===== src/rtl/lsu_mem_adapter.sv =====
// rtl/lsu_mem_adapter.sv - load/store adapter from core funct3 requests to a word-wide memory
// Optional: define IMEM_WRITE_PROTECT_EN to fault stores below DATA_BASE.
module lsu_mem_adapter #(
  parameter logic [31:0] ADDR_LIMIT = 32'h00001000,
  parameter logic [31:0] DATA_BASE  = 32'h00000800
) (
  input  logic        clk,
  input  logic        reset,
  input  logic        req_valid,
  output logic        req_ready,
  input  logic        req_we,
  input  logic [2:0]  req_funct3,
  input  logic [31:0] req_addr,
  input  logic [31:0] req_wdata,
  output logic        resp_valid,
  output logic [31:0] resp_rdata,
  output logic        resp_err,
  output logic [31:0] mem_address,
  output logic [31:0] mem_data_in,
  input  logic [31:0] mem_data_out,
  output logic        mem_we
);

  typedef enum logic [2:0] {
    IDLE  = 3'd0,
    LOAD  = 3'd1,
    MERGE = 3'd2,
    WRITE = 3'd3,
    RESP  = 3'd4
  } state_t;

  state_t      state;
  logic [1:0]  lane_q;      // byte offset within the word
  logic [2:0]  funct3_q;
  logic [15:0] wdata_lo_q;  // only the low halfword feeds a sub-word merge

  logic        f3_legal;
  logic        misaligned;
  logic        out_of_range;
  logic        prot_err;
  logic        req_err;
  logic [31:0] shifted;
  logic [31:0] load_ext;
  logic [31:0] merged;

`ifdef IMEM_WRITE_PROTECT_EN
  assign prot_err = req_we && (req_addr < DATA_BASE);
`else
  assign prot_err = 1'b0;
`endif

  // Classify the incoming request; any fault skips the memory entirely.
  always_comb begin
    f3_legal = 1'b0;
    case (req_funct3)
      3'b000, 3'b001, 3'b010: f3_legal = 1'b1;
      3'b100, 3'b101:         f3_legal = !req_we;
      default:                f3_legal = 1'b0;
    endcase
    misaligned   = ((req_funct3[1:0] == 2'b01) && req_addr[0]) ||
                   ((req_funct3[1:0] == 2'b10) && (req_addr[1:0] != 2'b00));
    out_of_range = (req_addr >= ADDR_LIMIT);
    req_err      = !f3_legal || misaligned || out_of_range || prot_err;
  end

  // Lane extraction and extension for loads; word loads use a zero shift.
  always_comb begin
    shifted = mem_data_out >> {lane_q, 3'b000};
    case (funct3_q)
      3'b000:  load_ext = {{24{shifted[7]}}, shifted[7:0]};
      3'b001:  load_ext = {{16{shifted[15]}}, shifted[15:0]};
      3'b100:  load_ext = {24'h000000, shifted[7:0]};
      3'b101:  load_ext = {16'h0000, shifted[15:0]};
      default: load_ext = shifted;
    endcase
  end

  // Read-modify-write: splice the store byte/halfword into the current word.
  always_comb begin
    merged = mem_data_out;
    if (funct3_q[0]) begin
      merged[{lane_q[1], 4'b0000} +: 16] = wdata_lo_q;
    end else begin
      merged[{lane_q, 3'b000} +: 8] = wdata_lo_q[7:0];
    end
  end

  // Write strobe is gated by reset so a reset during WRITE never commits.
  assign mem_we = (state == WRITE) && !reset;

  // Main FSM; all outputs except mem_we are registered here.
  always_ff @(posedge clk) begin
    if (reset) begin
      state       <= IDLE;
      req_ready   <= 1'b1;
      resp_valid  <= 1'b0;
      resp_rdata  <= 32'h0;
      resp_err    <= 1'b0;
      mem_address <= 32'h0;
      mem_data_in <= 32'h0;
      lane_q      <= 2'b00;
      funct3_q    <= 3'b000;
      wdata_lo_q  <= 16'h0;
    end else begin
      case (state)
        IDLE: begin
          if (req_valid && req_ready) begin
            lane_q     <= req_addr[1:0];
            funct3_q   <= req_funct3;
            wdata_lo_q <= req_wdata[15:0];
            req_ready  <= 1'b0;
            if (req_err) begin
              state      <= RESP;
              resp_valid <= 1'b1;
              resp_err   <= 1'b1;
              resp_rdata <= 32'h0;
            end else if (!req_we) begin
              state       <= LOAD;
              mem_address <= req_addr;
            end else if (req_funct3 == 3'b010) begin
              state       <= WRITE;
              mem_address <= req_addr;
              mem_data_in <= req_wdata;
            end else begin
              state       <= MERGE;
              mem_address <= req_addr;
            end
          end
        end
        LOAD: begin
          resp_rdata  <= load_ext;
          resp_err    <= 1'b0;
          resp_valid  <= 1'b1;
          mem_address <= 32'h0;
          state       <= RESP;
        end
        MERGE: begin
          mem_data_in <= merged;
          state       <= WRITE;
        end
        WRITE: begin
          mem_address <= 32'h0;
          mem_data_in <= 32'h0;
          resp_rdata  <= 32'h0;
          resp_err    <= 1'b0;
          resp_valid  <= 1'b1;
          state       <= RESP;
        end
        RESP: begin
          resp_valid <= 1'b0;
          resp_err   <= 1'b0;
          resp_rdata <= 32'h0;
          req_ready  <= 1'b1;
          state      <= IDLE;
        end
        default: begin
          req_ready <= 1'b1;
          state     <= IDLE;
        end
      endcase
    end
  end

endmodule


===== config.mk =====
export PLATFORM = sky130hd
export DESIGN_NAME = lsu_mem_adapter
export DESIGN_NICKNAME = d
export VERILOG_FILES = /design/src/rtl/lsu_mem_adapter.sv
export SDC_FILE = /design/constraint.sdc
export NUM_CORES = 1
export LEC_CHECK = 0
export BUFFER_PORTS_ARGS = -buffer_cell sky130_fd_sc_hd__buf_2
export CORE_MARGIN = 2
export CORE_UTILIZATION = 45
export CTS_BUF_LIST = sky130_fd_sc_hd__clkbuf_4
export CTS_CLUSTER_SIZE = 25
export DETAILED_ROUTE_END_ITERATION = 10
export PLACE_DENSITY = 0.73
export SYNTH_ARGS = -nofsm -noshare
export SYNTH_HDL_FRONTEND = slang
export SYNTH_SLANG_ARGS = --single-unit
export TNS_END_PERCENT = 10

===== constraint.sdc =====
create_clock -name clk -period 4.1 [get_ports clk]
set_input_delay 0.82 -clock clk [delete_from_list [all_inputs] [get_ports clk]]
set_output_delay 0.82 -clock clk [all_outputs]
set_load 0.01 [all_outputs]

==> impl_metrics.csv, run 1 <==
group,metric,value,unit
status,outcome,"completed",
sta,fmax,0.335,GHz
min_path,worstHoldEndpoint,"resp_valid",
place,dp_slack,1.12,ns
min_path,hold_depth,1,
global_routing,groute.usage.overall,0.251,
synthesis,ys_ff_latch,123,
clock_network,clockRootBuffer,"clkbuf_4",
floorplanning,dieHeight,119,um
pwr,power_density,327,nW/um2
setup_path,cp-start-kind,"register",
pwr,comb_power_share,0.143,
min_path,min_path_type,"reg2reg",
synthesis,synth_ff_type,"dfxtp_1",
clock_network,cts_tree,"yes",
synthesis,synth_area,5990,um2
global_routing,first_global_vias,5561,
clock_network,clk_path_buf_depth,2,
setup_path,reg2reg_to,"mem_data_in[25]",
pwr,p_sw_frac,0.280,
setup_path,max_stage_delay,0.44,ns
setup_path,path_cells,"buf_4, inv_1, ha_1, nor4bb_1, buf_4, a221oi_1, a211oi_1, a21oi_1, a211oi_1",
final_layout,fill_cells,1277,
place,gp_congestion,0.974,
flow_run,maxCapViolCount,0,
synthesis,synthTopCellsByArea,"dfxtp_1, mux2i_1, a211oi_1",
final_layout,layout-drive-gt1-share,0.283,
sta,fin_skew,0.0149,ns
synthesis,synth_cells,694,
sta,tns,0,ns
place,hpwl,13.1,mm
clock_network,clock-sinks,123,
clock_network,cts_made_buffers,17,
routing,first_iter_violations,362,
setup_path,critPathSlowestCell,"ha_1",
final_layout,final_nets,976,
clock_network,clock_latency,0.56,ns
pwr,ir_drop,0.182,mV
synthesis,synth_cell_type_count,44,
sta,slew_headroom,0.324,
place,port_buffers,202,
final_layout,area.growth.synth_to_final,22.4,%
setup_path,worstRegToRegCells,9,
pwr,internal_power,0.00173,W
routing,vias,5987,
clock_network,cts_resized,0,
routing,routedWlPerCell,17.1,um
min_path,hp-start,"resp_valid",
sta,post-route-period-util,0.727,
clock_network,htreeDepth,4,
floorplanning,io_pins,203,
setup_path,endpoint_kind,"register",
sta,finalHoldViolations,0,
setup_path,path_max_fanout,38,
global_routing,grt_pass1_wl,28.2,mm
synthesis,ys_warn_count,0,
clock_network,path_clk_slew,0.11,ns
clock_network,holdBufCountCts,0,
synthesis,synth_nets,802,
clock_network,post_cts_buffers,0,
final_layout,n_antenna_cell,0,
routing,routed_wl,18.0,mm
routing,drc_errors,0,
final_layout,fin_util,0.558,
routing,viasPerCell,5.67,
pwr,p_switching,0.000673,W
setup_path,reg2reg_slack,1.12,ns
sta,final.min_clock_period,2.98,ns
floorplanning,die-area,14200,um2
sta,rsz0062_at_grt,"no",
synthesis,yosysSeqAreaShare,0.411,
sta,fin_ws,1.12,ns
global_routing,grt_antenna_before_repair,0,
setup_path,r2r_start,"lane_q[0]",
global_routing,grt-ovfl-total,0,
synthesis,syn_area_per_cell,8.63,um2
setup_path,arrival,3.44,ns
sta,slew_viol_final,0,
setup_path,worst_ep_required_time,4.56,ns
global_routing,grt_max_degree,70,
synthesis,synth-async-reset-ratio,0,
pwr,p_leak,3.17,nW
floorplanning,core,13100,um2
floorplanning,die_w,119,um
floorplanning,num_rows,42,
pwr,clkPwrFrac,0.340,
routing,antenna_left,0,
synthesis,synth_area_leader_cell,"dfxtp_1",
sta,tightest_slew,1.01,ns
setup_path,crit_type,"reg2reg",
routing,drt-pass1-iter-count,6,
sta,hold_slack,0.465,ns
sta,setup_viol,0,
synthesis,synth_edf_count,0,
floorplanning,initial_core_util,0.456,
pwr,seqPwrFrac,0.517,
synthesis,yosysTopAreaCellShare,0.411,
-- registers in the layout, summed over array words and instances, names as in the netlist --
name,flops
mem_address,32
mem_data_in,32
resp_rdata,32
wdata_lo_q,16
funct3_q,3
state,3
lane_q,2
req_ready,1
resp_err,1
resp_valid,1
-- how the worst max path moves through the flow --
stage	to	cells past startpoint	from	slack [ns]
detailed placement	mem_data_in[28]	7	req_addr[14]	1.12
global placement	mem_data_in[28]	7	req_addr[14]	1.16
finish	mem_data_in[25]	9	lane_q[0]	1.12
floorplan	mem_data_in[25]	11	lane_q[0]	1.39
CTS	mem_data_in[28]	9	lane_q[0]	1.16
global route	mem_data_in[25]	9	lane_q[0]	0.86
-- cell usage in the layout (no fill, tap or decap), types with 10 or more instances in the layout --
master	n
buf_4	11
clkbuf_4	21
a211oi_1	58
nand2_1	109
dfxtp_1	121
o21ai_0	10
nand2b_1	15
a21oi_1	72
buf_2	202
mux2i_1	61
nor2_1	41
and2_1	23
o2bb2ai_1	16
a221oi_1	32
-- layer usage --
layer / vias to the layer above / wire length (um) / track usage
li1: 2916 / - / -
met1: 2744 / 7690 / 0.313
met2: 287 / 8160 / 0.399
met3: 40 / 1610 / 0.0800
met4: 0 / 526 / 0.109
met5: - / 0 / 0
-- cell type report --
type / instances / area [um2] / share of cell area
clock buffer: 21 / 158 / 0.0215
clock inverter: 9 / 100 / 0.0137
inverter: 9 / 33.8 / 0.00461
multi-input combinational: 504 / 3260 / 0.445
sequential: 123 / 2460 / 0.336
tap: 176 / 220 / 0.0300
timing repair buffer: 213 / 1090 / 0.149
-- cells in the mapped netlist, types with 7 or more instances --
library cell / instances
o21ai_0: 10
a221oi_1: 32
mux2i_1: 61
nand2_1: 109
a311oi_1: 7
clkbuf_1: 40
inv_1: 8
buf_2: 12
and2_1: 23
a21oi_1: 72
a211oi_1: 58
o2bb2ai_1: 16
a22o_1: 9
dfxtp_1: 123
a32o_1: 7
nor2_1: 41
nand2b_1: 15
-- worst max-delay path, delay by kind of cell, from the launching register on --
family	cells	cell delay, ns
buffers and inverters	3	0.96
AO/OA/AOI/OAI	4	0.76
adder cells (fa/ha/maj)	1	0.44
flip-flops	1	0.32
AND/OR/NAND/NOR	1	0.40
-- power groups by stage --
stage          registers, W  logic (W)  clock network, W
6_report            0.00124   0.000344          0.000816
5_1_grt             0.00124   0.000378          0.000890
4_1_cts             0.00124   0.000340          0.000837
3_5_place_dp        0.00127   0.000338                 0
3_3_place_gp        0.00127   0.000335                 0
2_1_floorplan       0.00126   0.000217                 0
-- per-stage QoR --
stage	area, um2	cells	power (W)
floorplan	5990	694	0.00148
global placement	7070	1025	0.00160
detailed placement	7070	1025	0.00161
CTS	7330	1055	0.00242
global route	7330	1055	0.00251
finish	7330	1055	0.00240
-- cells by family after synthesis --
kind of cell / count (synthesis) / share of synthesized area
buffers and inverters: 67 / 0.0445
adders and majority gates: 5 / 0.0104
muxes: 61 / 0.102
and+or+nand+nor: 213 / 0.164
AOI/OAI and AO/OA: 225 / 0.268
DFF: 123 / 0.411
Note: power is estimated with default switching activity, not from simulation.
==> run 2, diff against run 1 <==
- clock period: 4.1 -> 2.8 ns (I/O delays scaled with it)
==> run 2 against run 1 <==
Against the previous run: design area rose by 1.1%; register-to-register slack worse by 0.87 ns; combinational power up 48%; critical path depth fell by 1; critical path type unchanged; utilization increased by 0.63 points; final cell count grew 0.57%; wire length barely moved; highest routed layer unchanged; clock power rose by 54%.
==> impl_metrics.csv, run 2 (same netlist as run 1, synthesis figures left out) <==
group,metric,value,unit
setup_path,worstRegToRegCells,8,
sta,slew_viol_final,0,
floorplanning,die_w,119,um
setup_path,arrival,2.99,ns
place,dp.cells,1030,
setup_path,crit_type,"reg2reg",
setup_path,reg2reg_slack,0.25,ns
sta,tightest_slew,0.985,ns
global_routing,first_global_vias,5486,
global_routing,grt-ovfl-total,0,
global_routing,grt_max_degree,65,
floorplanning,num_rows,42,
routing,vias,5939,
sta,rsz0062_at_grt,"no",
routing,routed_wl,18.0,mm
floorplanning,core,13100,um2
clock_network,clock_latency,0.54,ns
final_layout,biggestRegsByFlops,"mem_address x32, mem_data_in x32, resp_rdata x32",
clock_network,holdBufCountCts,0,
routing,drt-pass1-iter-count,5,
sta,setup_viol,0,
final_layout,area.growth.synth_to_final,23.8,%
clock_network,cts_tree,"yes",
setup_path,endpoint_kind,"register",
place,hpwl,13.2,mm
clock_network,path_clk_slew,0.11,ns
min_path,hold_depth,3,
min_path,worstHoldEndpoint,"mem_address[7]",
clock_network,clk_path_buf_depth,2,
clock_network,clock-sinks,123,
clock_network,cts_resized,0,
routing,routedWlPerCell,17.0,um
sta,final.min_clock_period,2.55,ns
sta,fmax,0.392,GHz
status,outcome,"completed",
sta,hold_slack,0.263,ns
place,port_buffers,202,
final_layout,final_cell_mix,"buf_2, dfxtp_1, nand2_1",
routing,drc_errors,0,
final_layout,layout-drive-gt1-share,0.285,
floorplanning,dieHeight,119,um
floorplanning,io_pins,203,
place,gp_congestion,0.915,
setup_path,reg2reg_to,"mem_data_in[19]",
min_path,min_path_type,"in2reg",
setup_path,r2r_start,"lane_q[1]",
clock_network,htreeDepth,4,
pwr,ir_drop,0.377,mV
final_layout,fin_cells,1061,
sta,slew_headroom,0.343,
pwr,power_density,484,nW/um2
sta,tns,0,ns
min_path,hp-start,"req_addr[7]",
pwr,p_leak,3.21,nW
final_layout,n_antenna_cell,0,
setup_path,worst_ep_required_time,3.24,ns
global_routing,grt_pass1_wl,27.8,mm
routing,viasPerCell,5.60,
global_routing,groute.usage.overall,0.247,
clock_network,clockRootBuffer,"clkbuf_4",
setup_path,cp-start-kind,"register",
global_routing,grt_antenna_before_repair,0,
sta,fin_skew,0.0173,ns
clock_network,post_cts_buffers,0,
final_layout,final_common_cell,"buf_2",
final_layout,final_nets,981,
setup_path,path_max_fanout,11,
floorplanning,initial_core_util,0.456,
routing,first_iter_violations,392,
routing,antenna_left,0,
floorplanning,die-area,14200,um2
clock_network,cts_made_buffers,17,
sta,finalHoldViolations,0,
sta,post-route-period-util,0.910,
flow_run,maxCapViolCount,0,
[run 2: changes by cell type in the layout (fill, tap and decap cells not counted)]
cell and change:
buf_4 +3, bufinv_16 +1, clkinv_4 -1, clkinv_1 +3
clkbuf_4 -1, clkinv_2 -1, buf_12 +2
[run 2: cell type report]
cell class / instances / area [um2]
fill: 1285 / 5730
multi-input combinational: 504 / 3260
sequential: 123 / 2460
timing repair buffer: 218 / 1160
tap: 176 / 220
clock buffer: 20 / 150
clock inverter: 11 / 128
inverter: 9 / 33.8
[run 2: worst max-delay path, cell delays in order, from the launching register on]
cell	delay [ns]
dfxtp_2	0.35
clkinv_1	0.27
ha_1	0.45
nor4bb_1	0.23
buf_4	0.21
a221oi_1	0.08
a311oi_1	0.52
a21oi_1	0.11
a211oi_1	0.24
[run 2: worst max-delay path by stage]
stage	start	end	slack [ns]	depth (start not counted)
3_5_place_dp	req_addr[14]	mem_address[24]	0.14	6
5_1_grt	lane_q[1]	mem_data_in[30]	0.06	8
6_report	lane_q[1]	mem_data_in[19]	0.25	8
4_1_cts	lane_q[1]	mem_data_in[19]	0.27	8
2_1_floorplan	lane_q[0]	mem_data_in[25]	0.09	11
3_3_place_gp	req_addr[14]	mem_address[31]	0.27	6
[run 2: metrics by stage]
step | utilization | setup WS [ns] | instance area, um2 | power, W
final | 0.564 | 0.251 | 7410 | 0.00359
after global routing | 0.564 | 0.0572 | 7410 | 0.00375
after CTS | 0.564 | 0.274 | 7410 | 0.00362
after detailed placement | 0.543 | 0.143 | 7130 | 0.00236
after global placement | 0.543 | 0.267 | 7130 | 0.00235
after floorplan | - | 0.0899 | 5990 | 0.00216
[run 2: power by group]
group	switching [W]	leakage [nW]	total [W]	internal (W)
combinational	0.000302	2.06	0.000510	0.000208
clock	0.000633	0.153	0.00126	0.000627
sequential	0.0000410	0.995	0.00182	0.00178
[run 2: layer usage]
layer,global-route usage,up-vias,share of wire
li1,-,2925,-
met1,0.308,2722,0.43
met2,0.409,261,0.47
met3,0.0723,31,0.080
met4,0.0824,0,0.022
met5,0,-,0
